<file path="config.mk">
export PLATFORM = sky130hd
export DESIGN_NAME = mc_control_fsm_flat
export DESIGN_NICKNAME = d
export VERILOG_FILES = /design/src/rtl/mc_ctrl_pkg.sv /design/src/rtl/mc_control_fsm_if.sv /design/src/rtl/mem_wait_timer.sv /design/src/rtl/mc_control_fsm.sv /design/src/flat_wrapper.sv
export SDC_FILE = /design/constraint.sdc
export NUM_CORES = 1
export LEC_CHECK = 0
export CAP_MARGIN = 30
export CORE_ASPECT_RATIO = 0.6
export CORE_UTILIZATION = 25
export DETAILED_ROUTE_END_ITERATION = 10
export HOLD_SLACK_MARGIN = 0.15
export PLACE_DENSITY = 0.42
export SYNTH_ARGS = -nofsm -noshare
export SYNTH_HDL_FRONTEND = slang
export SYNTH_SLANG_ARGS = --single-unit
</file>
<file path="constraint.sdc">
create_clock -name clk -period 5.1 [get_ports clk]
set_clock_uncertainty 0.1 [all_clocks]
set_input_delay 0.765 -clock clk [delete_from_list [all_inputs] [get_ports clk]]
set_output_delay 0.765 -clock clk [all_outputs]
set_load 0.005 [all_outputs]
</file>
<file path="src/rtl/mc_ctrl_pkg.sv">
// Shared definitions for the multi-cycle MIPS control unit: state codes,
// decoded opcodes and exception causes.
package mc_ctrl_pkg;

    localparam int unsigned STATE_W = 4;
    localparam int unsigned OPC_W   = 6;
    localparam int unsigned EXC_W   = 2;

    // Codes 12..14 are deliberately unassigned; the FSM recovers to FETCH.
    typedef enum logic [STATE_W-1:0] {
        ST_FETCH    = 4'd0,
        ST_DECODE   = 4'd1,
        ST_MEM_ADDR = 4'd2,
        ST_MEM_RD   = 4'd3,
        ST_WB_MEM   = 4'd4,
        ST_MEM_WR   = 4'd5,
        ST_EXEC_R   = 4'd6,
        ST_WB_R     = 4'd7,
        ST_BRANCH   = 4'd8,
        ST_JUMP     = 4'd9,
        ST_EXEC_I   = 4'd10,
        ST_WB_I     = 4'd11,
        ST_EXC      = 4'd15
    } state_e;

    localparam logic [OPC_W-1:0] OP_RTYPE = 6'd0;
    localparam logic [OPC_W-1:0] OP_J     = 6'd2;
    localparam logic [OPC_W-1:0] OP_JAL   = 6'd3;
    localparam logic [OPC_W-1:0] OP_BEQ   = 6'd4;
    localparam logic [OPC_W-1:0] OP_BNE   = 6'd5;
    localparam logic [OPC_W-1:0] OP_ADDI  = 6'd8;
    localparam logic [OPC_W-1:0] OP_SLTI  = 6'd10;
    localparam logic [OPC_W-1:0] OP_ANDI  = 6'd12;
    localparam logic [OPC_W-1:0] OP_ORI   = 6'd13;
    localparam logic [OPC_W-1:0] OP_LW    = 6'd35;
    localparam logic [OPC_W-1:0] OP_SW    = 6'd43;

    localparam logic [EXC_W-1:0] EXC_NONE    = 2'd0;
    localparam logic [EXC_W-1:0] EXC_ILLEGAL = 2'd1;
    localparam logic [EXC_W-1:0] EXC_BUS     = 2'd2;

endpackage

</file>
<file path="src/rtl/mc_control_fsm_if.sv">
// Control-unit bus: IR fields and handshakes in, state code and datapath
// strobes out.
//   master: the control unit (drives state/strobes/status)
//   slave : the IR/memory/datapath side (drives opcode/zero/mem_ready/exc_clear)
interface mc_control_fsm_if #(
    parameter int unsigned CNT_W = 16
);
    import mc_ctrl_pkg::*;

    logic [OPC_W-1:0]   opcode;
    logic               zero;
    logic               mem_ready;
    logic               exc_clear;
    logic [STATE_W-1:0] state;
    logic               mem_req;
    logic               mem_we;
    logic               ir_write;
    logic               pc_write;
    logic               reg_write;
    logic               finish;
    logic               exc;
    logic [EXC_W-1:0]   exc_code;
    logic [CNT_W-1:0]   retired;

    modport master (
        input  opcode, zero, mem_ready, exc_clear,
        output state, mem_req, mem_we, ir_write, pc_write, reg_write,
               finish, exc, exc_code, retired
    );

    modport slave (
        output opcode, zero, mem_ready, exc_clear,
        input  state, mem_req, mem_we, ir_write, pc_write, reg_write,
               finish, exc, exc_code, retired
    );

endinterface

</file>
<file path="src/rtl/mem_wait_timer.sv">
// Counts consecutive memory wait cycles and flags a bus timeout.
//   clk, rst : clock, async active-high reset
//   waiting  : in a memory state with mem_ready low this cycle
//   restart  : the FSM changes state at the next edge
//   timeout  : WAIT_LIMIT wait cycles already elapsed and still waiting
// WAIT_LIMIT = 0 disables the timeout.
module mem_wait_timer #(
    parameter int unsigned WAIT_LIMIT = 15
) (
    input  logic clk,
    input  logic rst,
    input  logic waiting,
    input  logic restart,
    output logic timeout
);

    localparam int unsigned TW = (WAIT_LIMIT > 0) ? $clog2(WAIT_LIMIT + 1) : 1;

    logic [TW-1:0] count_q;

    // count_q holds the number of wait cycles already spent in this state
    assign timeout = (WAIT_LIMIT != 0) && waiting && (count_q == TW'(WAIT_LIMIT));

    always_ff @(posedge clk or posedge rst) begin
        if (rst) begin
            count_q <= '0;
        end else if (restart) begin
            count_q <= '0;
        end else if (waiting && !timeout) begin
            count_q <= count_q + TW'(1);
        end
    end

endmodule

</file>
<file path="src/rtl/mc_control_fsm.sv">
// Multi-cycle MIPS control unit: state register, next-state decode from
// opcode and handshakes, per-state datapath strobes, exception capture and
// retired-instruction counter.
//   clk, rst : clock, async active-high reset
//   bus      : mc_control_fsm_if.master (opcode/zero/mem_ready/exc_clear in;
//              state, strobes, exc_code, retired out)
// state, exc_code and retired are registered; strobes decode the current
// state and the handshake inputs.
module mc_control_fsm
    import mc_ctrl_pkg::*;
#(
    parameter int unsigned CNT_W      = 16,
    parameter int unsigned WAIT_LIMIT = 15
) (
    input  logic                clk,
    input  logic                rst,
    mc_control_fsm_if.master    bus
);

    state_e             state_q, state_d;
    logic [EXC_W-1:0]   exc_code_q, exc_code_d;
    logic [CNT_W-1:0]   retired_q;

    logic waiting_c;
    logic restart_c;
    logic timeout_c;

    logic mem_req_c, mem_we_c, ir_write_c, pc_write_c;
    logic reg_write_c, finish_c, exc_c;

    // Only stalled memory accesses run the wait timer
    assign waiting_c = ((state_q == ST_FETCH) || (state_q == ST_MEM_RD) ||
                        (state_q == ST_MEM_WR)) && !bus.mem_ready;
    assign restart_c = (state_d != state_q);

    mem_wait_timer #(
        .WAIT_LIMIT (WAIT_LIMIT)
    ) u_wait_timer (
        .clk     (clk),
        .rst     (rst),
        .waiting (waiting_c),
        .restart (restart_c),
        .timeout (timeout_c)
    );

    // Next state and exception cause; mem_ready has priority over timeout
    always_comb begin
        state_d    = state_q;
        exc_code_d = exc_code_q;
        case (state_q)
            ST_FETCH: begin
                if (bus.mem_ready) begin
                    state_d = ST_DECODE;
                end else if (timeout_c) begin
                    state_d    = ST_EXC;
                    exc_code_d = EXC_BUS;
                end
            end
            ST_DECODE: begin
                case (bus.opcode)
                    OP_LW, OP_SW:                     state_d = ST_MEM_ADDR;
                    OP_RTYPE:                         state_d = ST_EXEC_R;
                    OP_BEQ, OP_BNE:                   state_d = ST_BRANCH;
                    OP_J, OP_JAL:                     state_d = ST_JUMP;
                    OP_ADDI, OP_SLTI, OP_ANDI, OP_ORI: state_d = ST_EXEC_I;
                    default: begin
                        state_d    = ST_EXC;
                        exc_code_d = EXC_ILLEGAL;
                    end
                endcase
            end
            ST_MEM_ADDR: state_d = (bus.opcode == OP_SW) ? ST_MEM_WR : ST_MEM_RD;
            ST_MEM_RD: begin
                if (bus.mem_ready) begin
                    state_d = ST_WB_MEM;
                end else if (timeout_c) begin
                    state_d    = ST_EXC;
                    exc_code_d = EXC_BUS;
                end
            end
            ST_MEM_WR: begin
                if (bus.mem_ready) begin
                    state_d = ST_FETCH;
                end else if (timeout_c) begin
                    state_d    = ST_EXC;
                    exc_code_d = EXC_BUS;
                end
            end
            ST_EXEC_R: state_d = ST_WB_R;
            ST_EXEC_I: state_d = ST_WB_I;
            ST_WB_MEM, ST_WB_R, ST_WB_I, ST_BRANCH, ST_JUMP: state_d = ST_FETCH;
            ST_EXC: begin
                if (bus.exc_clear) begin
                    state_d    = ST_FETCH;
                    exc_code_d = EXC_NONE;
                end
            end
            default: state_d = ST_FETCH;
        endcase
    end

    // Datapath strobes
    always_comb begin
        mem_req_c   = 1'b0;
        mem_we_c    = 1'b0;
        ir_write_c  = 1'b0;
        pc_write_c  = 1'b0;
        reg_write_c = 1'b0;
        finish_c    = 1'b0;
        exc_c       = 1'b0;
        case (state_q)
            ST_FETCH: begin
                mem_req_c  = 1'b1;
                ir_write_c = bus.mem_ready;
                pc_write_c = bus.mem_ready;
            end
            ST_MEM_RD: mem_req_c = 1'b1;
            ST_MEM_WR: begin
                mem_req_c = 1'b1;
                mem_we_c  = 1'b1;
                finish_c  = bus.mem_ready;
            end
            ST_WB_MEM, ST_WB_R, ST_WB_I: begin
                reg_write_c = 1'b1;
                finish_c    = 1'b1;
            end
            ST_BRANCH: begin
                // bne inverts the sense of the zero flag
                pc_write_c = bus.zero ^ (bus.opcode == OP_BNE);
                finish_c   = 1'b1;
            end
            ST_JUMP: begin
                pc_write_c  = 1'b1;
                reg_write_c = (bus.opcode == OP_JAL);
                finish_c    = 1'b1;
            end
            ST_EXC: exc_c = 1'b1;
            default: ;
        endcase
    end

    // State, exception cause and retirement counter
    always_ff @(posedge clk or posedge rst) begin
        if (rst) begin
            state_q    <= ST_FETCH;
            exc_code_q <= EXC_NONE;
            retired_q  <= '0;
        end else begin
            state_q    <= state_d;
            exc_code_q <= exc_code_d;
            if (finish_c) begin
                retired_q <= retired_q + CNT_W'(1);
            end
        end
    end

    assign bus.state     = state_q;
    assign bus.mem_req   = mem_req_c;
    assign bus.mem_we    = mem_we_c;
    assign bus.ir_write  = ir_write_c;
    assign bus.pc_write  = pc_write_c;
    assign bus.reg_write = reg_write_c;
    assign bus.finish    = finish_c;
    assign bus.exc       = exc_c;
    assign bus.exc_code  = exc_code_q;
    assign bus.retired   = retired_q;

endmodule
</file>
<file path="src/flat_wrapper.sv">
// flat-port wrapper written by rule: the top's interface ports become plain ports
module mc_control_fsm_flat import mc_ctrl_pkg::*;
#(
    parameter int unsigned CNT_W      = 16,
    parameter int unsigned WAIT_LIMIT = 15
)
  (clk, rst, bus_opcode, bus_zero, bus_mem_ready, bus_exc_clear, bus_state, bus_mem_req, bus_mem_we, bus_ir_write, bus_pc_write, bus_reg_write, bus_finish, bus_exc, bus_exc_code, bus_retired);
  mc_control_fsm_if #(.CNT_W(CNT_W)) bus_i ();
  input  logic clk;
  input  logic rst;
  input wire logic [$bits(bus_i.opcode)-1:0] bus_opcode;
  input wire logic [$bits(bus_i.zero)-1:0] bus_zero;
  input wire logic [$bits(bus_i.mem_ready)-1:0] bus_mem_ready;
  input wire logic [$bits(bus_i.exc_clear)-1:0] bus_exc_clear;
  output wire logic [$bits(bus_i.state)-1:0] bus_state;
  output wire logic [$bits(bus_i.mem_req)-1:0] bus_mem_req;
  output wire logic [$bits(bus_i.mem_we)-1:0] bus_mem_we;
  output wire logic [$bits(bus_i.ir_write)-1:0] bus_ir_write;
  output wire logic [$bits(bus_i.pc_write)-1:0] bus_pc_write;
  output wire logic [$bits(bus_i.reg_write)-1:0] bus_reg_write;
  output wire logic [$bits(bus_i.finish)-1:0] bus_finish;
  output wire logic [$bits(bus_i.exc)-1:0] bus_exc;
  output wire logic [$bits(bus_i.exc_code)-1:0] bus_exc_code;
  output wire logic [$bits(bus_i.retired)-1:0] bus_retired;
  assign bus_i.opcode = bus_opcode;
  assign bus_i.zero = bus_zero;
  assign bus_i.mem_ready = bus_mem_ready;
  assign bus_i.exc_clear = bus_exc_clear;
  assign bus_state = bus_i.state;
  assign bus_mem_req = bus_i.mem_req;
  assign bus_mem_we = bus_i.mem_we;
  assign bus_ir_write = bus_i.ir_write;
  assign bus_pc_write = bus_i.pc_write;
  assign bus_reg_write = bus_i.reg_write;
  assign bus_finish = bus_i.finish;
  assign bus_exc = bus_i.exc;
  assign bus_exc_code = bus_i.exc_code;
  assign bus_retired = bus_i.retired;
  mc_control_fsm #(.CNT_W(CNT_W), .WAIT_LIMIT(WAIT_LIMIT)) u_core (.clk(clk), .rst(rst), .bus(bus_i));
endmodule
</file>
==> results.cfg <==
[yosys]
ys_top_cells_by_area = dfrtp_1 (39%), xnor2_1 (7.9%), nand2_1 (3.8%)
ys_seq_elements = 26
syn_area_um2 = 1660
synthTopCellsByCount = dfrtp_1 (26), nand2_1 (17), xnor2_1 (15), nor2_1 (12), nor3_1 (10)
avgSynthCellArea_um2 = 9.26
post_synth_inst_count = 179
ys_types = 47
yosysWarnings = 0
synth_edf_count = 0
synth_most_common_cell = dfrtp_1
async_flop_share_pct = 100
ys.flop_type = dfrtp_1
synth_top_area_cell = dfrtp_1
synth_top_area_share_pct = 39.2
yosysSeqAreaShare_pct = 39.2
synth_fp_nets = 192

[setup_path]
crit_family = buffers and inverters
start_kind = input port
worstSetupEndpointType = output port
critPathBufInv = 2
cpPeakStageDelay_ps = 500
startpoint = bus_opcode[3]
slowest_stage = clkdlybuf4s50_1
cp.arrival_ps = 2800
rr_startpoint = u_core.bus.state[2]
r2r_cells = 6
crit_chain = clkdlybuf4s50_1 -> or3_1 -> nor3_1 -> xor2_1 -> o211ai_1 -> nand2b_1 -> clkdlybuf4s50_1
crit_top_cell = clkdlybuf4s50_1
worstPathMaxFanout = 5
required_ps = 4240
r2r_end = u_core.u_wait_timer.count_q[2]
r2r_slack_ps = 2370
criticalPathCategory = in -> out

[place]
dp.cells = 295
gp_congestion = 0.815
io_buffers = 39
post-dp-hpwl_um = 3300
postPlaceCellArea_um2 = 2140

[timing]
worst_pin_slew_ps = 729
finalSetupViolations = 0
slew_violations = 0
fin_crit_sh_pct = 71.9
max_slew_margin_pct = 51.4
hold_viol_final = 0
tns_ps = 0
rsz0062_at_grt = false
max_freq_ghz = 0.273
finalCriticalPeriod_ps = 3670

[cts]
cts_resized = 0
ctsHoldBuffers = 0
htreeDepth = 1
root_buffer = clkbuf_8
clk_latency_ps = 270
clk_path_buf_depth = 2
clk_pin_slew_ps = 80
cts_num_sinks = 26
cts_buffers = 3
tritoncts = built
postCtsSetupRepairBufs = 0

[global_route]
grt_max_degree = 22
grtUsageTotal_pct = 13.5
antenna_found_initial = 0
gr-total-overflow = 0
grt_use_met1_pct = 21.9
grt_use_met2_pct = 17.2
grt_pass1_vias = 1420
grtUsageMet3_pct = 3.12
top_usage_layer = met1
grt_pass1_wl_um = 7310

[routing]
avgViaCountPerCell = 4.95
drt_iter0_drc = 113
vias = 1475
postRouteWirelength_um = 4280
dr.pass1.iters = 4
wl_per_cell_um = 14.3
ant_nets = 0
drcViolationCount = 0

[hold_path]
hp-class = reg -> reg
hold_end = u_core.bus.retired[15]
hold_path_startpoint = u_core.bus.retired[15]
hold-path-cell-count = 1

[status]
status = finished, final reports clean

[final_layout]
nFillCells = 661
fin_util_pct = 34.9
instances_no_fill = 298
drive_above_1_share_pct = 7.01
multi_input_area_um2 = 942
syn_to_final_growth_pct = 31.7
final_area_um2 = 2180
finalNetCount = 229
register_area_um2 = 651
antennaDiodeCount = 0

[die]
pin_count = 40
die_height_um = 65.1
dieArea_um2 = 6970
core.rowCount = 22
initial_core_util_pct = 26.5
core_area_um2 = 6250
die_w_um = 107

[pwr]
clockPowerShare_pct = 11.5
p_sw_share_pct = 41.4
p_comb_share_pct = 52.7
p_leak_nw = 0.885
power_density_nw_per_um2 = 460
p_switching_uw = 415
vdd_drop_max_v = 0.000148
internal-power_uw = 588
power.total_mw = 1.00
seq_power_share_pct = 35.9

[job]
cap_violations = 0
==> worst register-to-register path, cell delays in order, from the launching register on <==
cell and delay [ps]:
dfrtp_1 820, xor2_1 220, o2111ai_1 560, o311a_1 300, o221a_2 210, nand4b_1 200
nor3_1 230
==> cells in the final DEF (no fill, tap or decap), drive strengths merged, types with 3 or more instances in the layout <==
master,instances
nor3,10
xor2,6
nand2,17
nand4,3
and4,3
nand3,6
dfrtp,26
nand2b,4
o21ai,5
nand3b,5
xnor2,15
o211ai,3
clkdlybuf4s50,39
a21oi,6
inv,7
a21o,3
a211o,3
nor2,12
or3,3
and3,6
clkbuf,3
==> through the flow <==
stage,hold slack [ps],worst slack (ps)
after floorplan,368,2540
after global placement,358,1470
after detailed placement,370,1410
after CTS,383,1410
after global routing,399,1250
final,375,1430
==> cells by family after synthesis <==
family                     Yosys count  synth area share (%)
DFF                                 26                  39.2
buffers and inverters               15                  3.92
adders and majority gates            2                  1.51
muxes                                2                  1.28
and+or+nand+nor                     79                  26.2
xor gates and xnor gates            21                  11.1
AOI/OAI and AO/OA                   34                  16.8
==> cell type report <==
class | instances | share of cell area (%)
clock buffers | 3 | 1.89
inverters | 7 | 1.20
multi-input cells | 138 | 43.2
flip-flops and latches | 26 | 29.8
well taps | 84 | 4.81
repair buffers | 40 | 19.1
==> state kept, by name (all words and copies together) (netlist names) <==
signal / count
u_core.bus.retired: 16
u_core.u_wait_timer.count_q: 4
u_core.bus.state: 4
u_core.bus.exc_code: 2
==> per-layer routing <==
metal / vias to the layer above / part of all wire, % / wire length [µm]
met5: - / 0 / 0
met4: 0 / 0.77 / 33
met3: 4 / 6.0 / 255
met2: 51 / 37 / 1570
met1: 702 / 57 / 2420
li1: 718 / - / -
==> worst max-delay path by stage <==
stage              endpoint  slack [ps]  cells after the start
2_1_floorplan  bus_pc_write        2540                      5
3_3_place_gp   bus_pc_write        1470                      7
3_5_place_dp   bus_pc_write        1410                      7
4_1_cts        bus_pc_write        1410                      7
5_1_grt        bus_pc_write        1250                      7
6_report       bus_pc_write        1430                      7
==> power by group through the flow <==
stage	clock (mW)	combinational, mW	sequential (mW)
after floorplan	0	0.367	0.300
after global placement	0	0.523	0.359
after detailed placement	0	0.528	0.362
after CTS	0.122	0.532	0.358
after global routing	0.131	0.587	0.374
final	0.115	0.528	0.360
Power figures use the tool's default switching activity.
